$ cat src/rtl/turret_pkg.sv
// Shared turret optical-link types and defaults, used by emitter and receiver.
package turret_pkg;

    typedef enum logic [1:0] {IDLE, BURST, COOLDOWN, CHASE} emit_state_t;

    localparam int NUM_CH_DEFAULT    = 9;
    localparam int SHOT_LEN_DEFAULT  = 90;
    localparam int CHASE_LEN_DEFAULT = 15;
    localparam int COOL_LEN_DEFAULT  = 32;

    function automatic int cnt_width(int a, int b, int c, int d);
        int m;
        int w;
        m = a;
        if (b > m) m = b;
        if (c > m) m = c;
        if (d > m) m = d;
        w = $clog2(m);
        return (w < 1) ? 1 : w;
    endfunction

endpackage

$ cat src/rtl/pulse_gen.sv
// Free-running pulse pattern: PULSE_ON high cycles out of every PULSE_PERIOD.
module pulse_gen #(
    parameter int PULSE_PERIOD = 4,
    parameter int PULSE_ON     = 3
) (
    input  logic fclk,
    input  logic reset_n,
    input  logic restart,
    output logic pulse_on
);

    localparam int PW = (PULSE_PERIOD > 1) ? $clog2(PULSE_PERIOD) : 1;
    localparam logic [PW-1:0] LAST = PW'(PULSE_PERIOD - 1);
    localparam logic [PW:0]   ON_W = (PW + 1)'(PULSE_ON);

    logic [PW-1:0] phase;

    // restart is registered, so phase reads 0 in the cycle after it
    always_ff @(posedge fclk or negedge reset_n) begin
        if (!reset_n) begin
            phase <= '0;
        end else if (restart || phase == LAST) begin
            phase <= '0;
        end else begin
            phase <= phase + 1'b1;
        end
    end

    assign pulse_on = ({1'b0, phase} < ON_W);

endmodule

$ cat src/rtl/shot_emitter.sv
// Turret emitter: single-shot bursts with cooldown, or framed chase emission.
// Optional SHOT_STATS_EN adds shot_count / chase_frames statistics outputs.
module shot_emitter
    import turret_pkg::*;
#(
    parameter int NUM_CH       = NUM_CH_DEFAULT,
    parameter int SHOT_LEN     = SHOT_LEN_DEFAULT,
    parameter int CHASE_LEN    = CHASE_LEN_DEFAULT,
    parameter int COOL_LEN     = COOL_LEN_DEFAULT,
    parameter int PULSE_PERIOD = 4,
    parameter int PULSE_ON     = 3
) (
    input  logic              fclk,
    input  logic              reset_n,
    input  logic              fire,
    input  logic              sw_chase,
    input  logic [NUM_CH-1:0] aim_mask,
    output logic [NUM_CH-1:0] emit,
    output logic              busy,
    output logic              done
`ifdef SHOT_STATS_EN
    ,
    output logic [7:0]        shot_count,
    output logic [7:0]        chase_frames
`endif
);

    localparam int CW = cnt_width(SHOT_LEN, COOL_LEN, CHASE_LEN, PULSE_PERIOD);
    localparam logic [CW-1:0] SHOT_LAST  = CW'(SHOT_LEN - 1);
    localparam logic [CW-1:0] COOL_LAST  = CW'(COOL_LEN - 1);
    localparam logic [CW-1:0] CHASE_LAST = CW'(CHASE_LEN - 1);

    emit_state_t       state, nxt;
    logic [CW-1:0]     cnt, cnt_nxt;
    logic [CW-1:0]     fcnt, fcnt_nxt;
    logic [NUM_CH-1:0] shot_mask, mask_nxt, cur_mask;
    logic              frame_start, done_nxt, restart, pulse_on, active;

    always_comb begin
        nxt         = state;
        cnt_nxt     = '0;
        fcnt_nxt    = '0;
        mask_nxt    = shot_mask;
        done_nxt    = 1'b0;
        frame_start = (state == CHASE) && (fcnt == '0);
        // a chase frame uses the aim sampled in its first cycle
        cur_mask    = frame_start ? aim_mask : shot_mask;
        unique case (state)
            IDLE: begin
                if (sw_chase) begin
                    nxt = CHASE;
                end else if (fire) begin
                    nxt      = BURST;
                    mask_nxt = aim_mask;
                end
            end
            BURST: begin
                if (sw_chase) begin
                    nxt = CHASE;
                end else if (cnt == SHOT_LAST) begin
                    nxt      = COOLDOWN;
                    done_nxt = 1'b1;
                end else begin
                    cnt_nxt = cnt + 1'b1;
                end
            end
            COOLDOWN: begin
                if (sw_chase) begin
                    nxt = CHASE;
                end else if (cnt == COOL_LAST) begin
                    nxt = IDLE;
                end else begin
                    cnt_nxt = cnt + 1'b1;
                end
            end
            CHASE: begin
                mask_nxt = cur_mask;
                if (!sw_chase) begin
                    nxt = IDLE;
                end else if (fcnt != CHASE_LAST) begin
                    fcnt_nxt = fcnt + 1'b1;
                end
            end
            default: nxt = IDLE;
        endcase
        restart = (nxt == BURST && state != BURST)
                || (nxt == CHASE && fcnt_nxt == '0);
        active  = (state == BURST) || (state == CHASE);
    end

    pulse_gen #(
        .PULSE_PERIOD(PULSE_PERIOD),
        .PULSE_ON    (PULSE_ON)
    ) u_pulse (
        .fclk    (fclk),
        .reset_n (reset_n),
        .restart (restart),
        .pulse_on(pulse_on)
    );

    always_ff @(posedge fclk or negedge reset_n) begin
        if (!reset_n) begin
            state     <= IDLE;
            cnt       <= '0;
            fcnt      <= '0;
            shot_mask <= '0;
            emit      <= '0;
            busy      <= 1'b0;
            done      <= 1'b0;
        end else begin
            state     <= nxt;
            cnt       <= cnt_nxt;
            fcnt      <= fcnt_nxt;
            shot_mask <= mask_nxt;
            emit      <= active ? (cur_mask & {NUM_CH{pulse_on}}) : '0;
            busy      <= (state == BURST) || (state == COOLDOWN);
            done      <= done_nxt;
        end
    end

`ifdef SHOT_STATS_EN
    always_ff @(posedge fclk or negedge reset_n) begin
        if (!reset_n) begin
            shot_count   <= '0;
            chase_frames <= '0;
        end else begin
            if (done_nxt && shot_count != 8'hFF) begin
                shot_count <= shot_count + 1'b1;
            end
            if (state != CHASE && nxt == CHASE) begin
                chase_frames <= '0;
            end else if (frame_start && chase_frames != 8'hFF) begin
                chase_frames <= chase_frames + 1'b1;
            end
        end
    end
`endif

endmodule
$ cat config.mk
export PLATFORM = sky130hd
export DESIGN_NAME = shot_emitter
export DESIGN_NICKNAME = d
export VERILOG_FILES = /design/src/rtl/turret_pkg.sv /design/src/rtl/pulse_gen.sv /design/src/rtl/shot_emitter.sv
export SDC_FILE = /design/constraint.sdc
export NUM_CORES = 1
export LEC_CHECK = 0
export ABC_AREA = 1
export BUFFER_PORTS_ARGS = -buffer_cell sky130_fd_sc_hd__buf_2
export CAP_MARGIN = 20
export CORE_UTILIZATION = 50
export DETAILED_ROUTE_END_ITERATION = 8
export PLACE_DENSITY = 0.73
export SLEW_MARGIN = 20
export SYNTH_ARGS = -nofsm -noshare
export SYNTH_HDL_FRONTEND = slang
export SYNTH_SLANG_ARGS = --single-unit
$ cat constraint.sdc
create_clock -name fclk -period 1.8 [get_ports fclk]
set_clock_uncertainty 0.2 [all_clocks]
set_input_delay 0.18 -clock fclk [delete_from_list [all_inputs] [get_ports fclk]]
set_output_delay 0.18 -clock fclk [all_outputs]
set_load 0.1 [all_outputs]
==> results of run 1 <==
## worst max-delay path, stage by stage, from the launching register on
cell,delay [ps]
sky130_fd_sc_hd__dfrtp_2,420
sky130_fd_sc_hd__inv_2,80
sky130_fd_sc_hd__ha_1,220
sky130_fd_sc_hd__o21ai_1,130
sky130_fd_sc_hd__nand2_1,100
sky130_fd_sc_hd__a21oi_2,180
sky130_fd_sc_hd__nand2_1,80
sky130_fd_sc_hd__nand2_1,80
sky130_fd_sc_hd__nand3_2,80
sky130_fd_sc_hd__nand3_2,80
sky130_fd_sc_hd__nor2_1,50
## what timing repair did
| item | in CTS | in global routing |
|---|---|---|
| pin swaps | 4 | 20 |
| setup buffers | 2 | 4 |
| resized for setup | 8 | 43 |
| hold endpoints to repair | 55 | 0 |
| hold buffers | 11 | 0 |
| setup endpoints to repair | 11 | 10 |
## worst paths after layout
kind                             startpoint          endpoint  slack, ps  cells past startpoint
max in group asynchronous           reset_n           fcnt[1]       1020                      3
min reg2reg                u_pulse.phase[0]  u_pulse.phase[0]        240                      1
min                                    fire          state[0]         30                      3
max reg2reg                        state[1]  u_pulse.phase[1]         -8                     10
min in group asynchronous           reset_n            cnt[2]        180                      3
max                                state[1]  u_pulse.phase[1]         -8                     10
## through the flow
step	cells	power (mW)	hold slack [ps]	worst slack (ps)
after floorplan	242	3.05	-316	68.9
after detailed placement	322	3.60	-39.2	-115
final	347	4.66	25.6	-7.60
after CTS	343	4.42	12.7	6.55
after global placement	322	3.55	-42.4	-15.4
after global routing	347	4.98	28.6	-88.6
## cell families after synthesis
kind of cell | synth area share
AND/OR/NAND/NOR | 0.230
flip-flops | 0.473
adder cells (fa/ha/maj) | 0.0622
AO/OA/AOI/OAI | 0.126
XOR/XNOR | 0.0174
buffers and inverters | 0.0920
## cell usage after synthesis, types with 2 or more instances
| master | number | area share |
|---|---|---|
| sky130_fd_sc_hd__a21oi_1 | 2 | 0.0050 |
| sky130_fd_sc_hd__o21ai_1 | 10 | 0.025 |
| sky130_fd_sc_hd__o211ai_1 | 9 | 0.034 |
| sky130_fd_sc_hd__o21ai_0 | 3 | 0.0075 |
| sky130_fd_sc_hd__nand2_1 | 50 | 0.093 |
| sky130_fd_sc_hd__nand2_2 | 2 | 0.0062 |
| sky130_fd_sc_hd__inv_1 | 40 | 0.075 |
| sky130_fd_sc_hd__xor2_1 | 4 | 0.017 |
| sky130_fd_sc_hd__nand3_1 | 14 | 0.035 |
| sky130_fd_sc_hd__nor2_2 | 2 | 0.0062 |
| sky130_fd_sc_hd__nor3_1 | 3 | 0.0075 |
| sky130_fd_sc_hd__buf_2 | 4 | 0.010 |
| sky130_fd_sc_hd__ha_1 | 10 | 0.062 |
| sky130_fd_sc_hd__dfrtp_1 | 38 | 0.47 |
| sky130_fd_sc_hd__nor2_1 | 33 | 0.062 |
| sky130_fd_sc_hd__o21ai_2 | 10 | 0.044 |
## where the power goes
group / leakage, nW / switching (mW) / internal, mW
logic: 0.858 / 1.80 / 0.925
registers: 0.492 / 0.110 / 1.12
clock network: 0.0524 / 0.285 / 0.414
total: 1.40 / 2.20 / 2.46
## cell type report
cell class | instances | share of cell area
Clock buffer | 7 | 0.0278
Timing Repair Buffer | 54 | 0.152
Inverter | 41 | 0.0561
Multi-Input combinational cell | 158 | 0.383
Clock inverter | 1 | 0.0109
Tap cell | 48 | 0.0219
Sequential cell | 38 | 0.348
## layout by cell type, fill, tap and decap left out, types with 2 or more instances in the layout
master	netlist	routed
sky130_fd_sc_hd__nor3_1	3	3
sky130_fd_sc_hd__nand2_1	50	38
sky130_fd_sc_hd__buf_12	0	3
sky130_fd_sc_hd__ha_4	0	4
sky130_fd_sc_hd__dfrtp_1	38	35
sky130_fd_sc_hd__a21oi_2	0	2
sky130_fd_sc_hd__clkbuf_8	0	5
sky130_fd_sc_hd__nor2_1	33	29
sky130_fd_sc_hd__ha_1	10	3
sky130_fd_sc_hd__nand3_1	14	4
sky130_fd_sc_hd__nand2_2	2	14
sky130_fd_sc_hd__dfrtp_2	0	3
sky130_fd_sc_hd__buf_2	4	23
sky130_fd_sc_hd__nor2_2	2	4
sky130_fd_sc_hd__nor2_4	1	3
sky130_fd_sc_hd__clkbuf_1	0	2
sky130_fd_sc_hd__o21ai_1	10	11
sky130_fd_sc_hd__xor2_1	4	4
sky130_fd_sc_hd__o211ai_1	9	9
sky130_fd_sc_hd__inv_1	40	35
sky130_fd_sc_hd__nand3_2	0	9
sky130_fd_sc_hd__o21ai_0	3	2
sky130_fd_sc_hd__dlygate4sd3_1	0	11
sky130_fd_sc_hd__inv_2	1	6
sky130_fd_sc_hd__o21ai_2	10	10
sky130_fd_sc_hd__ha_2	0	3
sky130_fd_sc_hd__buf_4	0	16
## metal layers
| metal | track usage | routed length, µm | up-vias |
|---|---|---|---|
| met5 | 0 | 0 | - |
| met4 | 0.0951 | 72 | 0 |
| met3 | 0.0521 | 96 | 9 |
| met2 | 0.353 | 2390 | 19 |
| met1 | 0.238 | 1850 | 841 |
| li1 | - | - | 872 |
## flip-flops by register name, indices dropped and copies added, names as in the netlist
signal	cells
busy	1
cnt	7
done	1
emit	9
fcnt	7
shot_mask	9
state	2
u_pulse.phase	2
==> metrics.md, run 1 <==
| Metric | Value |
|---|---|
| Post-route clock period utilization | `1.00` |
| Synth Area per Inst | `8.31 µm²` |
| Count of nets left with antenna violations after detail routing | `0` |
| Data required time at the worst endpoint | `1780 ps` |
| Footprint of the multi-input gates | `1050 µm²` |
| Clock buffers created by TritonCTS | `5` |
| Endpoints failing setup | `2` |
| Synthesis-to-layout area growth | `36.3%` |
| Syn_nets | `265` |
| Number of sinks driven by the clock tree | `38` |
| Synthesized area | `2010 µm²` |
| Global placement routability congestion | `0.831` |
| Ratio of cells with drive above 1 in the final layout | `0.368` |
| All-Layer GR Usage | `0.205` |
| Number of failing hold endpoints at the final stage | `0` |
| IO buf count | `23` |
| Detailed Routing Iterations Pass 1 | `4` |
| Tightest slew margin relative to the limit | `0.676` |
| Pin count of the biggest net entering global routing | `39` |
| Total Die Area | `4280 µm²` |
| RSZ-0062 raised after global routing | `true` |
| Post-synth EDFFs | `0` |
| DRC | `0` |
| Total number of placement rows | `22` |
| Peak ir drop on the vdd network | `720 µV` |
| Total wire length after detailed routing | `4.41 mm` |
| Final critical-path setup slack | `-7.60 ps` |
| Area taken by flip-flops and latches | `955 µm²` |
| Nature of the critical path endpoint | `flip-flop` |
| Worst Setup Start Kind | `flip-flop` |
| Overall die height | `65.4 µm` |
| Leak | `1.40 nW` |
| Critical path class | `reg -> reg` |
| First-iteration detailed-routing DRC count | `80` |
| Pins over their slew limit | `0` |
| Total number of vias | `1741` |
| Synthesized flop and latch total | `38` |
| First-pass GRT wire length | `6.46 mm` |
| Fmax | `553 MHz` |
| Effective utilization at floorplan | `0.534` |
| Total non-filler cell area in the finished layout | `2740 µm²` |
| Clock transition at the registers of the reported paths | `80 ps` |
| Post-route core utilization | `0.727` |
| Areal power density over the cells | `1700 nW/µm²` |
| Clock root buffer master | `sky130_fd_sc_hd__clkbuf_8` |
| Worst-skew pair later-pin latency | `290 ps` |
| Failing checks | `setup timing` |
| Post-layout nets | `321` |
| Clock tree from TritonCTS | `built` |
| Status | `finished with violations` |
| Boundary pin count | `24` |
| Yosys warning total | `0` |
| Top FF cell, synth | `sky130_fd_sc_hd__dfrtp_1` |
| Fill cell instance count of the final layout | `284` |
| Arrival time at the worst endpoint | `1790 ps` |
| Type of the most critical hold path | `in -> reg` |
| Leftover overflow at the end of global routing | `0` |
| Cell count after synthesis | `242` |
| Final sum of negative setup slack | `-14.4 ps` |
| Transition at the pin with the smallest max-transition slack | `489 ps` |
| Proportion of synthesized chip area in sequential cells | `0.473` |
| Half-perimeter wire length of the detailed placement result | `2.75 mm` |
| Count of distinct cell types in the synthesized netlist | `24` |
| Buffer levels on the longest clock path | `2` |
| Biggest fanout along the worst timing path | `4` |
| Maxcap violations | `0` |
| Initial antenna violation count | `0` |
| Number of levels in the clock H-tree | `2` |
| Core region area | `3770 µm²` |
| Area of placed instances | `2290 µm²` |
| Antenna fix cells | `0` |
| Average wire per standard cell | `12.7 µm` |
| Post-DR vias/cell | `5.02` |
| Chip width | `65.4 µm` |
| Vias in the first global route | `1590` |
| Fin crit period | `1810 ps` |
| FFs w/ async S/R, synth | `1.00` |
No activity file was read; power rests on OpenSTA's default activity.
==> run 2, diff against run 1 <==
--- a/config.mk
+++ b/config.mk
@@ -5,12 +5,12 @@
 export SDC_FILE = /design/constraint.sdc
 export NUM_CORES = 1
 export LEC_CHECK = 0
-export ABC_AREA = 1
-export BUFFER_PORTS_ARGS = -buffer_cell sky130_fd_sc_hd__buf_2
+export ABC_AREA = 0
+export BUFFER_PORTS_ARGS = -buffer_cell sky130_fd_sc_hd__buf_4
 export CAP_MARGIN = 20
 export CORE_UTILIZATION = 50
 export DETAILED_ROUTE_END_ITERATION = 8
-export PLACE_DENSITY = 0.73
+export PLACE_DENSITY = 0.83
 export SLEW_MARGIN = 20
 export SYNTH_ARGS = -nofsm -noshare
 export SYNTH_HDL_FRONTEND = slang
==> run 2 against run 1 <==
  * The flow still finishes with violations (setup timing)
  * Routed wire length increased by 42%
  * Cell count down 12%
  * Global-route usage rose by 7.7 points
  * Combinational power grew 14%
  * Critical path type unchanged
  * Critical endpoint unchanged
==> metrics.md, run 2 <==
| Metric | Value |
|---|---|
| Status | `finished with violations` |
| Failing checks | `setup timing` |
| Total Die Area | `4140 µm²` |
| Ratio of cells with drive above 1 in the final layout | `0.539` |
| Total number of vias | `1696` |
| Worst Setup Start Kind | `flip-flop` |
| Yosys warning total | `0` |
| Synthesized flop and latch total | `38` |
| Largest registers | `emit x9, shot_mask x9` |
| Number of sinks driven by the clock tree | `38` |
| Post-Layout Cell Count | `304` |
| Areal power density over the cells | `1740 nW/µm²` |
| Endpoint, Worst Hold | `fcnt[0]` |
| Area taken by flip-flops and latches | `953 µm²` |
| Worst-skew pair later-pin latency | `310 ps` |
| Clock root buffer master | `sky130_fd_sc_hd__clkbuf_8` |
| Worst setup slack before clock tree synthesis | `-357 ps` |
| Cells on Worst Hold Path | `3` |
| Post-synth EDFFs | `0` |
| Leading post-synthesis cells by instance count | `38 x sky130_fd_sc_hd__dfrtp_1, 26 x sky130_fd_sc_hd__nor2_1, 10 x sky130_fd_sc_hd__ha_1, 9 x sky130_fd_sc_hd__inv_1, 9 x sky130_fd_sc_hd__mux2i_1` |
| Tightest slew margin relative to the limit | `0.681` |
| Flop2flop setup slack | `-480 ps` |
| Number of levels in the clock H-tree | `2` |
| Nature of the critical path endpoint | `flip-flop` |
| IO buf count | `23` |
| Initial antenna violation count | `0` |
| Chip width | `64.4 µm` |
| Synthesized area | `1940 µm²` |
| Clock transition at the registers of the reported paths | `90 ps` |
| Total wire length after detailed routing | `6.25 mm` |
| Start point of the critical path | `cnt[1]` |
| Commonest cells after routing, fill and taps aside | `67 x sky130_fd_sc_hd__buf_4, 36 x sky130_fd_sc_hd__dfrtp_1, 21 x sky130_fd_sc_hd__nor2_1` |
| Fill cell instance count of the final layout | `208` |
| Clock tree from TritonCTS | `built` |
| Min-delay src | `sw_chase` |
| Leftover overflow at the end of global routing | `0` |
| Critical path class | `reg -> reg` |
| Fin crit period | `2280 ps` |
| Data required time at the worst endpoint | `1790 ps` |
| Core region area | `3690 µm²` |
| Post-route clock period utilization | `1.27` |
| Peak ir drop on the vdd network | `1010 µV` |
| Biggest fanout along the worst timing path | `3` |
| All-Layer GR Usage | `0.282` |
| DP Cell Count | `268` |
| Vias in the first global route | `1843` |
| Count of nets left with antenna violations after detail routing | `0` |
| Syn_nets | `198` |
| FFs w/ async S/R, synth | `1.00` |
| Buffer levels on the longest clock path | `2` |
| Worst reg2reg path startpoint | `cnt[1]` |
| DRC | `0` |
| Number of failing hold endpoints at the final stage | `0` |
| Total number of placement rows | `22` |
| Type of the most critical hold path | `in -> reg` |
| Count of cells along the worst register-to-register path | `8` |
| Crit Reg-Reg Endpoint | `u_pulse.phase[1]` |
| Post-layout nets | `278` |
| Area of placed instances | `2370 µm²` |
| Footprint of the multi-input gates | `1180 µm²` |
| Transition at the pin with the smallest max-transition slack | `478 ps` |
| Final sum of negative setup slack | `-6240 ps` |
| Average wire per standard cell | `20.5 µm` |
| Synthesis-to-layout area growth | `56.4%` |
| Cell count after synthesis | `175` |
| Detailed Routing Iterations Pass 1 | `4` |
| Total non-filler cell area in the finished layout | `3040 µm²` |
| Antenna fix cells | `0` |
| Arrival time at the worst endpoint | `2270 ps` |
| Synth area leader | `sky130_fd_sc_hd__dfrtp_1` |
| Count of distinct cell types in the synthesized netlist | `43` |
| Cell types with the largest area share after synthesis | `sky130_fd_sc_hd__dfrtp_1 49%, sky130_fd_sc_hd__ha_1 6.4%, sky130_fd_sc_hd__mux2_4 6.2%, sky130_fd_sc_hd__nor2_1 5.0%, sky130_fd_sc_hd__mux2i_1 4.6%` |
| First-iteration detailed-routing DRC count | `80` |
| Pins over their slew limit | `0` |
| Dominant cell by count in the synthesized netlist | `sky130_fd_sc_hd__dfrtp_1` |
| Most frequent standard cell in the layout excluding fill and tap cells | `sky130_fd_sc_hd__buf_4` |
| Maxcap violations | `0` |
| Top FF cell, synth | `sky130_fd_sc_hd__dfrtp_1` |
| Synth Area per Inst | `11.1 µm²` |
| Boundary pin count | `24` |
| Half-perimeter wire length of the detailed placement result | `2.79 mm` |
| Post-DR vias/cell | `5.58` |
| Worst hold slack | `29.4 ps` |
| First-pass GRT wire length | `8.56 mm` |
| RSZ-0062 raised after global routing | `true` |
| Effective utilization at floorplan | `0.527` |
| Leak | `1.36 nW` |
| Final critical-path setup slack | `-483 ps` |
| Endpoints failing setup | `27` |
| Fraction of post-synthesis cell area in the top cell type by area | `0.489` |
| Proportion of synthesized chip area in sequential cells | `0.489` |
| Clock buffers created by TritonCTS | `5` |
| Fmax | `438 MHz` |
| Global placement routability congestion | `0.878` |
| Overall die height | `64.4 µm` |
| Pin count of the biggest net entering global routing | `39` |
-- run 2: cell types whose count changed after synthesis, moves of 7 or more --
cell | before | now
sky130_fd_sc_hd__nand3_1 | 14 | 5
sky130_fd_sc_hd__xnor2_1 | 0 | 7
sky130_fd_sc_hd__o211ai_1 | 9 | 0
sky130_fd_sc_hd__mux2i_1 | 0 | 9
sky130_fd_sc_hd__nor2_1 | 33 | 26
sky130_fd_sc_hd__mux2_4 | 0 | 8
sky130_fd_sc_hd__o21ai_2 | 10 | 0
sky130_fd_sc_hd__o21ai_1 | 10 | 0
sky130_fd_sc_hd__inv_1 | 40 | 9
sky130_fd_sc_hd__nand2_1 | 50 | 4
-- run 2: worst max path at each step --
stage | to | slack (ps) | cells past startpoint
6_report | u_pulse.phase[1] | -480 | 8
5_1_grt | u_pulse.phase[1] | -550 | 8
4_1_cts | u_pulse.phase[1] | -350 | 7
3_5_place_dp | u_pulse.phase[1] | -360 | 7
3_3_place_gp | u_pulse.phase[1] | -280 | 8
2_1_floorplan | u_pulse.phase[1] | -220 | 8
-- run 2: final cells by class --
class | count | area share
multi-input combinational | 119 | 0.390
clock buffer | 5 | 0.0226
inverter | 9 | 0.0119
clock inverter | 3 | 0.0226
tap | 48 | 0.0198
sequential | 38 | 0.314
timing repair buffer | 82 | 0.220
-- run 2: through the flow --
step,utilization,total power [mW]
2_1_floorplan,-,2.89
3_3_place_gp,0.644,3.42
3_5_place_dp,0.644,3.47
4_1_cts,0.764,4.70
5_1_grt,0.824,5.47
6_report,0.824,5.29
-- run 2: what timing repair did --
action | 4_1_cts | 5_1_grt
gates cloned | 0 | 1
setup buffers | 13 | 4
hold buffers | 10 | 0
gates resized for setup | 25 | 39
pin swaps | 11 | 6
endpoints found under the hold margin | 56 | 0
endpoints found under the setup margin | 24 | 34
-- run 2: critical path, cell delays in order (launching register included) --
cell	delay, ps
sky130_fd_sc_hd__dfrtp_1	380
sky130_fd_sc_hd__ha_1	210
sky130_fd_sc_hd__nand4_1	190
sky130_fd_sc_hd__buf_4	210
sky130_fd_sc_hd__a2111oi_4	260
sky130_fd_sc_hd__buf_4	210
sky130_fd_sc_hd__o22ai_2	120
sky130_fd_sc_hd__a311oi_4	300
sky130_fd_sc_hd__nor3b_2	80
-- run 2: logic make-up (layout without fill, tap and decap cells) --
group           count (synthesis)  in the layout  share of synthesized area
buf+inv                        18             99                     0.0470
fa+ha+maj                      10             10                     0.0644
simple gates                   56             56                      0.138
compound gates                 24             24                     0.0985
xor+xnor                       11             11                     0.0495
flops                          38             38                      0.489
mux                            18             18                      0.114
-- run 2: report_power, final --
group,internal [mW],switching [mW]
Clock,0.555,0.335
Combinational,1.39,1.73
Sequential,1.11,0.173
-- run 2: metal layers --
| metal | vias up | wire length [µm] | track usage |
|---|---|---|---|
| met4 | 0 | 352 | 0.175 |
| met2 | 56 | 3340 | 0.520 |
| met5 | - | 0 | 0 |
| met1 | 841 | 2330 | 0.275 |
| li1 | 769 | - | - |
| met3 | 30 | 228 | 0.0732 |
==> run 3, diff against run 2 <==
--- a/config.mk
+++ b/config.mk
@@ -5,12 +5,13 @@
 export SDC_FILE = /design/constraint.sdc
 export NUM_CORES = 1
 export LEC_CHECK = 0
-export ABC_AREA = 0
 export BUFFER_PORTS_ARGS = -buffer_cell sky130_fd_sc_hd__buf_4
 export CAP_MARGIN = 20
 export CORE_UTILIZATION = 50
 export DETAILED_ROUTE_END_ITERATION = 8
 export PLACE_DENSITY = 0.83
+export REMOVE_ABC_BUFFERS = 1
+export SKIP_LAST_GASP = 1
 export SLEW_MARGIN = 20
 export SYNTH_ARGS = -nofsm -noshare
 export SYNTH_HDL_FRONTEND = slang
==> run 3 against run 2 <==
  * The flow still finishes with violations (setup timing)
  * Flip-flop and latch count unchanged
  * Sequential power barely moved
  * Total power down 5.8%
  * Critical path type unchanged
  * Critical endpoint unchanged
==> metrics.md, run 3 (synthesized netlist as in run 2, its figures left out) <==
| Metric | Value |
|---|---|
| Status | `finished with violations` |
| Failing checks | `setup timing` |
| Most frequent standard cell in the layout excluding fill and tap cells | `sky130_fd_sc_hd__buf_4` |
| Half-perimeter wire length of the detailed placement result | `2.91 mm` |
| Arrival time at the worst endpoint | `2260 ps` |
| First-iteration detailed-routing DRC count | `118` |
| Cell-by-cell trace of the critical path | `ha_2, nand4_1, o31a_1, o41ai_2, buf_4, a311oi_2, nor3b_1` |
| Areal power density over the cells | `1720 nW/µm²` |
| Leftover overflow at the end of global routing | `0` |
| Number of levels in the clock H-tree | `2` |
| Crit Reg-Reg Endpoint | `u_pulse.phase[1]` |
| Biggest fanout along the worst timing path | `3` |
| Detailed Routing Iterations Pass 1 | `4` |
| Clock buffers created by TritonCTS | `5` |
| Number of failing hold endpoints at the final stage | `0` |
| Power, Total | `4.99 mW` |
| Post-route clock period utilization | `1.24` |
| Slowest-stage cell, CP | `sky130_fd_sc_hd__dfrtp_1` |
| Synthesis-to-layout area growth | `48.9%` |
| Maxcap violations | `0` |
| DP Cell Count | `273` |
| Clock transition at the registers of the reported paths | `90 ps` |
| Final critical-path setup slack | `-439 ps` |
| Initial antenna violation count | `0` |
| Pin count of the biggest net entering global routing | `39` |
| Global placement routability congestion | `0.899` |
| Post-DR vias/cell | `5.61` |
| Average wire per standard cell | `18.8 µm` |
| IO buf count | `23` |
| Core region area | `3690 µm²` |
| Leak | `1.36 nW` |
| Nature of the critical path endpoint | `flip-flop` |
| Commonest cells after routing, fill and taps aside | `64 x sky130_fd_sc_hd__buf_4, 35 x sky130_fd_sc_hd__dfrtp_1, 25 x sky130_fd_sc_hd__nor2_1` |
| Antenna fix cells | `0` |
| RSZ-0062 raised after global routing | `true` |
| Type of the most critical hold path | `in -> reg` |
| Post-layout nets | `275` |
| Pins over their slew limit | `0` |
| Final sum of negative setup slack | `-4590 ps` |
| Fin crit period | `2240 ps` |
| Flop2flop setup slack | `-440 ps` |
| Count of cells along the worst register-to-register path | `7` |
| Number of sinks driven by the clock tree | `38` |
| End of the critical path | `u_pulse.phase[1]` |
| Total wire length after detailed routing | `5.66 mm` |
| Ratio of cells with drive above 1 in the final layout | `0.470` |
| Buffer levels on the longest clock path | `2` |
| Total Die Area | `4140 µm²` |
| First-pass GRT wire length | `8.59 mm` |
| Worst Setup Start Kind | `flip-flop` |
| DRC | `0` |
| Worst-skew pair later-pin latency | `300 ps` |
| Chip width | `64.4 µm` |
| Data required time at the worst endpoint | `1820 ps` |
| Transition at the pin with the smallest max-transition slack | `473 ps` |
| Largest registers | `emit x9, shot_mask x9` |
| Clock root buffer master | `sky130_fd_sc_hd__clkbuf_8` |
| Overall die height | `64.4 µm` |
| Total number of vias | `1688` |
| Largest stage delay, worst path | `410 ps` |
| Peak ir drop on the vdd network | `989 µV` |
| Post-Layout Cell Count | `301` |
| Boundary pin count | `24` |
| Effective utilization at floorplan | `0.527` |
| Fmax | `447 MHz` |
| Tightest slew margin relative to the limit | `0.685` |
| Total number of placement rows | `22` |
| Endpoints failing setup | `18` |
| Vias in the first global route | `1808` |
| Count of nets left with antenna violations after detail routing | `0` |
| Start point of the critical path | `cnt[1]` |
| Clock tree from TritonCTS | `built` |
| Critical path class | `reg -> reg` |
| Worst setup slack before clock tree synthesis | `-394 ps` |
| Area of placed instances | `2390 µm²` |
| Worst hold slack | `74.6 ps` |
| Post-route core utilization | `0.785` |
| Total non-filler cell area in the finished layout | `2900 µm²` |
| Worst reg2reg path startpoint | `cnt[1]` |
| All-Layer GR Usage | `0.283` |
[run 3: changes by cell type in the layout (fill, tap and decap cells not counted), moves of 2 or more]
cell	delta
sky130_fd_sc_hd__inv_2	-3
sky130_fd_sc_hd__mux2i_1	+4
sky130_fd_sc_hd__nor3_1	+2
sky130_fd_sc_hd__nor3_2	-3
sky130_fd_sc_hd__inv_1	+4
sky130_fd_sc_hd__nor2_2	-3
sky130_fd_sc_hd__mux2i_2	-4
sky130_fd_sc_hd__nor2_1	+4
sky130_fd_sc_hd__buf_4	-3
sky130_fd_sc_hd__ha_4	-3
sky130_fd_sc_hd__ha_2	+3
[run 3: worst min-delay path by stage]
stage	cells past startpoint	from	endpoint
after floorplan	0	reset_n	busy
after global placement	1	reset_n	done
after detailed placement	1	reset_n	done
after CTS	4	sw_chase	done
after global routing	3	sw_chase	fcnt[1]
final	3	sw_chase	fcnt[2]
[run 3: final cells by class]
cell class,instances,area [µm²]
Fill cell,225,793
Multi-Input combinational cell,119,1050
Sequential cell,38,955
Inverter,9,33.8
Tap cell,48,60.1
Timing Repair Buffer,79,662
Clock buffer,5,68.8
Clock inverter,3,68.8
[run 3: where the power goes]
| group | switching, mW | internal, mW |
|---|---|---|
| clock | 0.324 | 0.555 |
| combinational | 1.59 | 1.24 |
| sequential | 0.166 | 1.11 |
| total | 2.08 | 2.90 |
[run 3: worst max-delay path, delay by kind of cell, from the launching register on]
family	cells	cell delay (ps)
compound gates	3	740
fa+ha+maj	1	220
buf+inv	1	180
flops	1	410
simple gates	2	410
[run 3: layer usage]
layer | up-vias | share of wire | global-route usage
met3 | 33 | 0.033 | 0.0571
met1 | 830 | 0.38 | 0.309
met4 | 0 | 0.060 | 0.189
met2 | 59 | 0.53 | 0.489
met5 | - | 0 | 0
li1 | 766 | - | -
[run 3: what timing repair did]
| item | 4_1_cts | 5_1_grt |
|---|---|---|
| gates cloned | 1 | 0 |
| setup buffers | 7 | 2 |
| pin swaps | 6 | 5 |
| gates resized for setup | 24 | 21 |
| setup endpoints to repair | 20 | 34 |
| hold buffers | 10 | 0 |
| endpoints found under the hold margin | 56 | 0 |
